<file path="config.mk">
export PLATFORM = sky130hd
export DESIGN_NAME = gtx_10x8dec
export DESIGN_NICKNAME = d
export VERILOG_FILES = /design/src/rtl/gtx_8b10b_pkg.sv /design/src/rtl/gtx_10x8dec_sym.sv /design/src/rtl/gtx_10x8dec.sv
export SDC_FILE = /design/constraint.sdc
export NUM_CORES = 1
export LEC_CHECK = 0
export BUFFER_PORTS_ARGS = -buffer_cell sky130_fd_sc_hd__buf_4
export CORE_AREA = 2 2 91 115
export DETAILED_ROUTE_END_ITERATION = 16
export DIE_AREA = 0 0 93 117
export GPL_ROUTABILITY_DRIVEN = 0
export PLACE_DENSITY = 0.63
export SLEW_MARGIN = 20
export SYNTH_ARGS = -nofsm -noshare
export SYNTH_HDL_FRONTEND = slang
export SYNTH_SLANG_ARGS = --single-unit
</file>
<file path="constraint.sdc">
create_clock -name clk -period 4.5 [get_ports clk]
set_input_delay 0.9 -clock clk [delete_from_list [all_inputs] [get_ports clk]]
set_output_delay 0.9 -clock clk [all_outputs]
set_load 0.1 [all_outputs]
</file>
<file path="src/rtl/gtx_8b10b_pkg.sv">
// Shared 8b/10b constants and sub-block lookup helpers for the GTX receive decoder.
// Sub-block codes are written in wire order (abcdei / fghj, leftmost bit sent first).
package gtx_8b10b_pkg;

  localparam logic RD_NEG = 1'b0;
  localparam logic RD_POS = 1'b1;

  localparam logic [4:0] K28_X = 5'd28;
  localparam logic [7:0] K23_7 = 8'hF7;
  localparam logic [7:0] K27_7 = 8'hFB;
  localparam logic [7:0] K29_7 = 8'hFD;
  localparam logic [7:0] K30_7 = 8'hFE;

  localparam logic [5:0] K28_6B_RDN = 6'b001111;
  localparam logic [5:0] K28_6B_RDP = 6'b110000;

  // Balanced sub-blocks that are only legal when entered at one particular RD.
  localparam logic [5:0] B6_RDN_ONLY = 6'b111000;
  localparam logic [5:0] B6_RDP_ONLY = 6'b000111;
  localparam logic [3:0] B4_RDN_ONLY = 4'b1100;
  localparam logic [3:0] B4_RDP_ONLY = 4'b0011;

  typedef struct packed {
    logic       legal;
    logic [4:0] val;
  } sub6_t;

  typedef struct packed {
    logic       legal;
    logic       alt7;
    logic [2:0] val;
  } sub4_t;

  function automatic logic [3:0] cnt_ones10(logic [9:0] v);
    logic [3:0] n;
    n = 4'd0;
    for (int i = 0; i < 10; i++) n = n + {3'd0, v[i]};
    return n;
  endfunction

  function automatic logic [2:0] cnt_ones6(logic [5:0] v);
    logic [2:0] n;
    n = 3'd0;
    for (int i = 0; i < 6; i++) n = n + {2'd0, v[i]};
    return n;
  endfunction

  function automatic logic [2:0] cnt_ones4(logic [3:0] v);
    logic [2:0] n;
    n = 3'd0;
    for (int i = 0; i < 4; i++) n = n + {2'd0, v[i]};
    return n;
  endfunction

  // Both disparity forms of each 5b value map to the same EDCBA.
  function automatic sub6_t dec6(logic [5:0] c);
    sub6_t r;
    r.legal = 1'b1;
    r.val   = 5'd0;
    case (c)
      6'b100111, 6'b011000: r.val = 5'd0;
      6'b011101, 6'b100010: r.val = 5'd1;
      6'b101101, 6'b010010: r.val = 5'd2;
      6'b110001:            r.val = 5'd3;
      6'b110101, 6'b001010: r.val = 5'd4;
      6'b101001:            r.val = 5'd5;
      6'b011001:            r.val = 5'd6;
      6'b111000, 6'b000111: r.val = 5'd7;
      6'b111001, 6'b000110: r.val = 5'd8;
      6'b100101:            r.val = 5'd9;
      6'b010101:            r.val = 5'd10;
      6'b110100:            r.val = 5'd11;
      6'b001101:            r.val = 5'd12;
      6'b101100:            r.val = 5'd13;
      6'b011100:            r.val = 5'd14;
      6'b010111, 6'b101000: r.val = 5'd15;
      6'b011011, 6'b100100: r.val = 5'd16;
      6'b100011:            r.val = 5'd17;
      6'b010011:            r.val = 5'd18;
      6'b110010:            r.val = 5'd19;
      6'b001011:            r.val = 5'd20;
      6'b101010:            r.val = 5'd21;
      6'b011010:            r.val = 5'd22;
      6'b111010, 6'b000101: r.val = 5'd23;
      6'b110011, 6'b001100: r.val = 5'd24;
      6'b100110:            r.val = 5'd25;
      6'b010110:            r.val = 5'd26;
      6'b110110, 6'b001001: r.val = 5'd27;
      6'b001110:            r.val = 5'd28;
      6'b101110, 6'b010001: r.val = 5'd29;
      6'b011110, 6'b100001: r.val = 5'd30;
      6'b101011, 6'b010100: r.val = 5'd31;
      6'b001111, 6'b110000: r.val = K28_X;
      default:              r.legal = 1'b0;
    endcase
    return r;
  endfunction

  function automatic sub4_t dec4(logic [3:0] c);
    sub4_t r;
    r.legal = 1'b1;
    r.alt7  = 1'b0;
    r.val   = 3'd0;
    case (c)
      4'b1011, 4'b0100: r.val = 3'd0;
      4'b1001:          r.val = 3'd1;
      4'b0101:          r.val = 3'd2;
      4'b1100, 4'b0011: r.val = 3'd3;
      4'b1101, 4'b0010: r.val = 3'd4;
      4'b1010:          r.val = 3'd5;
      4'b0110:          r.val = 3'd6;
      4'b1110, 4'b0001: r.val = 3'd7;
      4'b0111, 4'b1000: begin
        r.val  = 3'd7;
        r.alt7 = 1'b1;
      end
      default:          r.legal = 1'b0;
    endcase
    return r;
  endfunction

endpackage

</file>
<file path="src/rtl/gtx_10x8dec_sym.sv">
// Combinational single-symbol 8b/10b decode: byte, K flag, code/disparity errors
// and the running disparity leaving the symbol.
module gtx_10x8dec_sym import gtx_8b10b_pkg::*; (
  input  logic [9:0] sym,
  input  logic       rd_in,
  output logic [7:0] data,
  output logic       is_k,
  output logic       code_err,
  output logic       disp_err,
  output logic       rd_out
);

  logic [5:0] abcdei;
  logic [3:0] fghj;
  logic [3:0] fghj_lu;
  logic [3:0] n_all;
  logic [2:0] n6;
  logic [2:0] n4;
  sub6_t      s6;
  sub4_t      s4;
  logic [7:0] raw;
  logic       k28;
  logic       kx7;
  logic       rd_mid;
  logic       derr6;
  logic       derr4;

  assign abcdei = {sym[0], sym[1], sym[2], sym[3], sym[4], sym[5]};
  assign fghj   = {sym[6], sym[7], sym[8], sym[9]};

  // K28 in its RD+ form carries the complement of the RD- 4b sub-block.
  assign fghj_lu = (abcdei == K28_6B_RDP) ? ~fghj : fghj;

  assign s6    = dec6(abcdei);
  assign s4    = dec4(fghj_lu);
  assign raw   = {s4.val, s6.val};
  assign n_all = cnt_ones10(sym);
  assign n6    = cnt_ones6(abcdei);
  assign n4    = cnt_ones4(fghj);

  assign k28 = (abcdei == K28_6B_RDN) || (abcdei == K28_6B_RDP);
  assign kx7 = s4.alt7 && ((raw == K23_7) || (raw == K27_7) ||
                           (raw == K29_7) || (raw == K30_7));

  assign code_err = (n_all < 4'd4) || (n_all > 4'd6) || !s6.legal || !s4.legal;

  assign rd_mid = (n6 == 3'd4) ? RD_POS : (n6 == 3'd2) ? RD_NEG : rd_in;

  assign derr6 = ((n6 == 3'd4) && (rd_in == RD_POS)) ||
                 ((n6 == 3'd2) && (rd_in == RD_NEG)) ||
                 ((abcdei == B6_RDN_ONLY) && (rd_in == RD_POS)) ||
                 ((abcdei == B6_RDP_ONLY) && (rd_in == RD_NEG));

  assign derr4 = ((n4 == 3'd3) && (rd_mid == RD_POS)) ||
                 ((n4 == 3'd1) && (rd_mid == RD_NEG)) ||
                 ((fghj == B4_RDN_ONLY) && (rd_mid == RD_POS)) ||
                 ((fghj == B4_RDP_ONLY) && (rd_mid == RD_NEG));

  assign data     = code_err ? 8'h00 : raw;
  assign is_k     = !code_err && (k28 || kx7);
  assign disp_err = !code_err && (derr6 || derr4);

  // Unbalanced symbols resync RD to their own sign even when flagged.
  assign rd_out = code_err       ? rd_in  :
                  (n_all == 4'd6) ? RD_POS :
                  (n_all == 4'd4) ? RD_NEG : rd_in;

endmodule

</file>
<file path="src/rtl/gtx_10x8dec.sv">
// Two-symbol-per-clock 8b/10b decoder, two-stage pipeline with RD chained across symbols.
// Optional error counters when GTX_10X8DEC_STATS_EN is defined.
module gtx_10x8dec import gtx_8b10b_pkg::*; (
  input  logic        clk,
  input  logic        rst,
  input  logic [19:0] indata,
  output logic [15:0] outdata,
  output logic [1:0]  outisk,
  output logic [1:0]  notintable,
  output logic [1:0]  disperror
`ifdef GTX_10X8DEC_STATS_EN
  ,
  output logic [15:0] err_code_cnt,
  output logic [15:0] err_disp_cnt
`endif
);

  logic [19:0] in_q;
  logic        in_vld;
  logic        rd;
  logic [7:0]  d0, d1;
  logic        k0, k1;
  logic        ce0, ce1;
  logic        de0, de1;
  logic        rd_mid;
  logic        rd_next;
  logic [1:0]  nit_d;
  logic [1:0]  derr_d;

  gtx_10x8dec_sym u_sym0 (
    .sym      (in_q[9:0]),
    .rd_in    (rd),
    .data     (d0),
    .is_k     (k0),
    .code_err (ce0),
    .disp_err (de0),
    .rd_out   (rd_mid)
  );

  gtx_10x8dec_sym u_sym1 (
    .sym      (in_q[19:10]),
    .rd_in    (rd_mid),
    .data     (d1),
    .is_k     (k1),
    .code_err (ce1),
    .disp_err (de1),
    .rd_out   (rd_next)
  );

  // The stage-1 reset value is not a received word, so it never reaches the outputs.
  assign nit_d  = in_vld ? {ce1, ce0} : 2'b00;
  assign derr_d = in_vld ? {de1, de0} : 2'b00;

  always_ff @(posedge clk or negedge rst) begin
    if (!rst) begin
      in_q       <= 20'h00000;
      in_vld     <= 1'b0;
      rd         <= RD_NEG;
      outdata    <= 16'h0000;
      outisk     <= 2'b00;
      notintable <= 2'b00;
      disperror  <= 2'b00;
    end else begin
      in_q       <= indata;
      in_vld     <= 1'b1;
      rd         <= in_vld ? rd_next : rd;
      outdata    <= in_vld ? {d1, d0} : 16'h0000;
      outisk     <= in_vld ? {k1, k0} : 2'b00;
      notintable <= nit_d;
      disperror  <= derr_d;
    end
  end

`ifdef GTX_10X8DEC_STATS_EN
  logic [1:0]  nit_n;
  logic [1:0]  derr_n;
  logic [16:0] code_sum;
  logic [16:0] disp_sum;

  assign nit_n    = {1'b0, nit_d[0]} + {1'b0, nit_d[1]};
  assign derr_n   = {1'b0, derr_d[0]} + {1'b0, derr_d[1]};
  assign code_sum = {1'b0, err_code_cnt} + {15'd0, nit_n};
  assign disp_sum = {1'b0, err_disp_cnt} + {15'd0, derr_n};

  always_ff @(posedge clk or negedge rst) begin
    if (!rst) begin
      err_code_cnt <= 16'h0000;
      err_disp_cnt <= 16'h0000;
    end else begin
      err_code_cnt <= code_sum[16] ? 16'hFFFF : code_sum[15:0];
      err_disp_cnt <= disp_sum[16] ? 16'hFFFF : disp_sum[15:0];
    end
  end
`endif

endmodule

</file>
## Word level (Yosys, flattened, before mapping)

Index checks and enable logic that the tools add are counted.

| storage, ports and cells | value |
|---|---|
| register bits after elaboration | 44 |
| bits in latches | 0 |
| memory bits (writable) | 0 |
| bits in read-only memories | 0 |
| input bits | 22 |
| output and inout port bits | 22 |
| logic and storage cells | 325 |
| memories | 0 |

| operators by class | value |
|---|---|
| add/sub/neg operators | 34 |
| multiply operators | 0 |
| divide/modulo/power cells | 0 |
| $lt $le $gt $ge | 4 |
| equality and inequality tests | 148 |
| shift-type cells | 0 |
| multiplexer cells | 28 |
| bitwise operators | 6 |
| reduce and logical (&&, ||, !) cells | 98 |

Operator list:

| cell | number |
|---|---|
| 5-bit one-hot mux with 31 select lines | 2 |
| 6-bit == test, second input constant | 48 |
| 6-bit by 5-bit == test with 1-bit output, second input constant | 28 |
| 48-bit OR reduction | 2 |
| 6-bit by 4-bit == test with 1-bit output, second input constant | 14 |
| 4-bit by 1-bit adder with 4-bit output | 16 |
| 4-bit == test, second input constant | 16 |
| 8-bit == test, second input constant | 8 |
| 2-bit OR reduction | 32 |
| 4-bit by 3-bit == test with 1-bit output, second input constant | 12 |
| 3-bit one-hot mux with 7 select lines | 2 |
| 3-bit by 1-bit adder with 3-bit output | 12 |
| 6-bit by 3-bit == test with 1-bit output, second input constant | 6 |
| 1-bit logical OR | 30 |
| 14-bit OR reduction | 2 |
| 4-bit by 2-bit == test with 1-bit output, second input constant | 6 |
| 1-bit logical AND | 22 |
| 1-bit two-way mux | 16 |
| 16-bit two-way mux | 1 |
| 8-bit two-way mux | 2 |
| 1-bit by 1-bit adder with 2-bit output | 6 |
| 3-bit by 2-bit == test with 1-bit output, second input constant | 4 |
| 4-bit by 1-bit == test with 1-bit output, second input constant | 2 |
| 4-bit by 3-bit greater-than comparator with 1-bit output, second input constant | 2 |
| other kinds (10) | 27 |

## Depth between registers and ports, before layout

| depth | value |
|---|---|
| word-level depth | 24 |
| gate-level depth with buffers | 18 |

## Cells and area by module

A second synthesis with hierarchy kept.

| unflattened totals | value |
|---|---|
| cells, all modules | 504 |
| area, all modules | 4433.0 µm² |

By module, submodules not included:

| module | instances | cells each | area each (µm²) |
|---|---|---|---|
| gtx_10x8dec_sym (u_sym1) | 1 | 223 | 1651.6 |
| gtx_10x8dec_sym (u_sym0) | 1 | 211 | 1490.2 |
| gtx_10x8dec | 1 | 70 | 1291.2 |

## Worst setup path after synthesis

OpenSTA, ideal clock, no wires.

| timing | value |
|---|---|
| path kind | reg2reg |
| from | register in_q[12] |
| to | register outisk[1] |
| library setup time | 0.122 ns |
| arrival time | 4.039 ns |
| data required time | 4.378 ns |
| setup slack | 0.339 ns |
| stages on the path, launching flop included | 19 |
| buffers on the path | 3 |
| clock period less this slack | 4.161 ns |
| cell sequence | dfrtp_1 > buf_4 > buf_6 > inv_1 > fa_1 > fa_1 > fa_1 > inv_1 > fa_1 > inv_1 > fa_1 > nor2b_1 > a311oi_1 > and3_1 > o31ai_2 > or2_1 > buf_6 > a21oi_2 > a32o_1 |

| between the ends | value |
|---|---|
| word-level cells in the longest chain between the ends | 15 |
| elaborated cells on any way between the ends | 116 |
| classes of those cells | add/sub (8); order compare (2); eq/ne (66); mux (7); reduce/logical (33) |

RTL lines:

| element | line | source |
|---|---|---|
| start, declared | gtx_10x8dec.sv:18 | `logic [19:0] in_q;` |
| start signal, assigned | gtx_10x8dec.sv:64 | `in_q <= indata;` |
| 4-bit by 1-bit adder with 4-bit output (8 in a row) | gtx_8b10b_pkg.sv:37 | `for (int i = 0; i < 10; i++) n = n + {3'd0, v[i]};` |
| 4-bit by 3-bit < comparator with 1-bit output or 4-bit by 3-bit greater-than comparator with 1-bit output (tied branches) | gtx_10x8dec_sym.sv:45 | `assign code_err = (n_all < 4'd4) \|\| (n_all > 4'd6) \|\| !s6.legal \|\| !s4.legal;` |
| 1-bit logical OR (3 in a row) | gtx_10x8dec_sym.sv:45 |  |
| 1-bit zero test | gtx_10x8dec_sym.sv:60 | `assign is_k = !code_err && (k28 \|\| kx7);` |
| 1-bit logical AND (*) | gtx_10x8dec_sym.sv:60 |  |
| 2-bit two-way mux (*) | gtx_10x8dec.sv:68 | `outisk <= in_vld ? {k1, k0} : 2'b00;` |
| end signal, assigned | gtx_10x8dec.sv:68 |  |
| end, declared | gtx_10x8dec.sv:8 | `output logic [1:0] outisk,` |

Every way passes the cells marked *; elsewhere a longest branch is shown, timed or not.
A chain may end at the register's enable or synchronous reset.

## Worst setup path in the final report

| timing | value |
|---|---|
| from | register in_q[10] |
| to | register outisk[1] |

| between the ends | value |
|---|---|
| word-level cells in the longest chain between the ends | 16 |
| elaborated cells on any way between the ends | 117 |
| classes of those cells | add/sub (9); order compare (2); eq/ne (66); mux (7); reduce/logical (33) |

RTL lines:

| element | line |
|---|---|
| 1-bit by 1-bit adder with 2-bit output | gtx_8b10b_pkg.sv:37 |
| 4-bit by 1-bit adder with 4-bit output (8 in a row) | gtx_8b10b_pkg.sv:37 |
| 4-bit by 3-bit < comparator with 1-bit output or 4-bit by 3-bit greater-than comparator with 1-bit output (tied branches) | gtx_10x8dec_sym.sv:45 |
| 1-bit logical OR (3 in a row) | gtx_10x8dec_sym.sv:45 |
| 1-bit zero test | gtx_10x8dec_sym.sv:60 |
| 1-bit logical AND (*) | gtx_10x8dec_sym.sv:60 |
| 2-bit two-way mux (*) | gtx_10x8dec.sv:68 |

Marked as above.

==> metrics.txt <==
placed inst area ~4600 um^2; crit path kind register to register; CORE AREA between 9000 and 10000 um^2; initial core utilization 0.4378; Switching Fraction 0.4106; Synth Net Count between 500 and 600; largest net degree at the start of global routing 45; synthesized area around 4300 um^2; Startpoint Class register; cts-stage hold buffer count 0; clk_skew 0.007814 ns; Pleak between 2 and 2.5 nW; CTS tree yes; total gr overflow 0; Die ar. 10880 um^2; initial antenna violation count 0; Worst EP arrival 4.47 ns; most common cell after layout, fill and taps aside inv_1; clock share of power 0.245; CTS Root Cell clkbuf_16; vias 3781; combinational power share 0.450; Post-Synth XOR/XNOR Area 0.006094; DRT Wirelength around 10000 um; clk slew on worst S/H paths about 0.07 ns; Site Rows just over 40; detailed placer's ending HPWL 7755 um; type of destination of the critical path register; Bufs on Longest Clock Path 2; Hold WC Path Type primary input to async pin; R2R cell count 17; endpoints failing hold 0; Synth Register Bits 44; Avg Vias per Cell around 5.8; net switching power 0.0006235 W; die height 117 um; WP data required 4.68 ns; top post-synthesis cells by area dfrtp_1 26%, fa_1 9.3%, ha_1 8.7%; Die W ~93 um; Finish-stage setup viols 0; cts bufs inserted 5; Final min period 4.292 ns; Routed Antenna Nets 0; PortBufs 43; Peak VDD IR about 0.16 mV; most frequent cells in the layout 52 x inv_1, 46 x buf_4, 42 x nand2_1, 42 x dfrtp_1, 36 x o21ai_0; sequential fraction of the synthesis area 0.2554; largest family of logic cells by synthesized area compound AO/OA/AOI/OAI gates; FF-to-FF Start in_q[10]; area grow syn2layout 10.82%; Post-Syn Instances 498; MaxCap Viol Count 0; final cell utilization of the core 0.4851; Yosys cell types 77; unrepaired setup endpoints after global routing true; final worst slack 0.2083 ns; Avg Cell Area, Syn 8.658 um^2; number of flops mapped to enable cells by yosys 0; Yosys top cell by area dfrtp_1; reg2reg end outisk[1]; nets between 500 and 600; Compound-Gate Fraction of Synth Area 0.2441; Slew headroom 0.3719; FF-to-FF setup slack approximately 0.21 ns; drt wl/cell 15.47 um; Sequential Power Share 0.306; clock latency on the worst-skew pair approximately 0.29 ns; Post-Place Setup Slack around 0.0027 ns; gr usage total 0.1867; Slew @ Worst Pin between 0.9 and 1 ns; fin area 4778 um^2; # DRC 0; pwr dens between 300 and 400 nW/um^2; f_max approximately 0.23 GHz; Synth top area share 0.2554; Pwr Total 0.001519 W; Async SR Flop Fraction 1.000; num ports 44; layout cells sized above 1 0.1583; simple-gate share of the synthesized area 0.1779; clock net sink count 44; 1st-iter DRT viols around 230; ant diodes 0; Final Cycle Share 0.9537; vias in the first global route 3535; Crit Path Max Fanout 9; DR pass1 iterations 5; Fillers 952; final max-slew violation count 0; Int Pwr 0.0008951 W; mux cell area share after synthesis 0.04063; first-pass GRT wire length 16430 um; post-synthesis adder-cell area fraction 0.1799; H-tree depth 2; yosys warns 0; outcome complete, no violations; ys flop type dfrtp_1
## power groups by stage
| stage | Combinational, W | Clock (W) | Sequential (W) |
|---|---|---|---|
| floorplan | 0.000428 | 0 | 0.000572 |
| detailed placement | 0.000674 | 0 | 0.000472 |
| CTS | 0.000678 | 0.000383 | 0.000464 |
| global route | 0.000757 | 0.000399 | 0.000469 |
| global placement | 0.000655 | 0 | 0.000471 |
| finish | 0.000683 | 0.000371 | 0.000464 |
## how the worst max path moves through the flow
stage,from,end,slack [ns],cells after the start
floorplan,in_q[12],outisk[1],0.34,18
global placement,in_q[11],outisk[1],0.17,17
detailed placement,in_q[11],outisk[1],0.003,17
CTS,in_q[1],disperror[1],0.12,17
global route,in_q[1],disperror[1],-0.04,17
finish,in_q[10],outisk[1],0.21,17
## synth_stat cells, types with 4 or more instances
| library cell | number |
|---|---|
| inv_1 | 54 |
| dfrtp_1 | 44 |
| nand2_1 | 42 |
| o21ai_0 | 36 |
| nor2_1 | 34 |
| ha_1 | 30 |
| a21oi_1 | 29 |
| fa_1 | 20 |
| nand3_1 | 14 |
| clkbuf_1 | 13 |
| mux2i_1 | 13 |
| buf_2 | 10 |
| nor3_1 | 9 |
| nand4_1 | 8 |
| o22ai_1 | 8 |
| buf_6 | 7 |
| a22oi_1 | 6 |
| and3_1 | 6 |
| nor2b_1 | 6 |
| a211oi_1 | 5 |
| a31oi_1 | 5 |
| nand2b_1 | 5 |
| o211ai_1 | 5 |
| a21o_1 | 4 |
| buf_4 | 4 |
| o32ai_1 | 4 |
## layout make-up
type	instances	area [um^2]	share of cell area
Clock buffer	6	138.9	0.02907
Clock inverter	2	15.01	0.003142
Inverter	54	202.7	0.04242
Multi-Input combinational cell	366	2811	0.5884
Sequential cell	44	1104	0.2310
Tap cell	129	161.4	0.03378
Timing Repair Buffer	46	345.3	0.07227
## layer usage
metal  global-route usage  share of wire  vias to the layer above
li1                     -              -                     1810
met1               0.2107           0.39                     1810
met2               0.3652           0.55                      135
met4              0.05882          0.026                        0
met3              0.02177          0.041                       26
met5                    0              0                        -
## critical path, cell delays in order (launching register included)
cell and delay (ns):
dfrtp_1 0.40, inv_2 0.07, ha_1 0.27, inv_1 0.04
fa_1 0.50, fa_1 0.43, fa_1 0.50, inv_1 0.05
fa_1 0.39, inv_1 0.09, fa_1 0.43, nor2b_1 0.13
a311oi_1 0.05, and3_1 0.21, o31ai_2 0.09, or2_4 0.25
a21oi_2 0.05, a32o_1 0.22
## cell families (layout without fill, tap and decap cells)
kind of cell / after synthesis / in the layout
other: 1 / 1
AND/OR/NAND/NOR: 149 / 149
adder cells (fa/ha/maj): 50 / 50
XOR/XNOR: 3 / 3
flip-flops: 44 / 44
multiplexers: 15 / 15
buffers and inverters: 88 / 108
AO/OA/AOI/OAI: 148 / 148
## through the flow
stage / TNS (ns) / hold slack (ns) / instances
2_1_floorplan: 0 / 0.5609 / 498
3_3_place_gp: 0 / 0.6413 / 638
3_5_place_dp: 0 / 0.6366 / 638
4_1_cts: 0 / 0.6347 / 646
5_1_grt: -0.03888 / 0.6681 / 647
6_report: 0 / 0.6083 / 647
## state kept, by name, summed over array words and instances, names as in the netlist
register / cells
disperror: 2
notintable: 2
outisk: 2
rd: 1
in_vld: 1
outdata: 16
in_q: 20
## timing repair
action,4_1_cts,5_1_grt
gates resized for setup,1,7
cloned,0,0
pin swaps,0,4
buffers inserted,0,1
setup endpoints to repair,1,4
No activity file was read; power rests on OpenSTA's default activity.
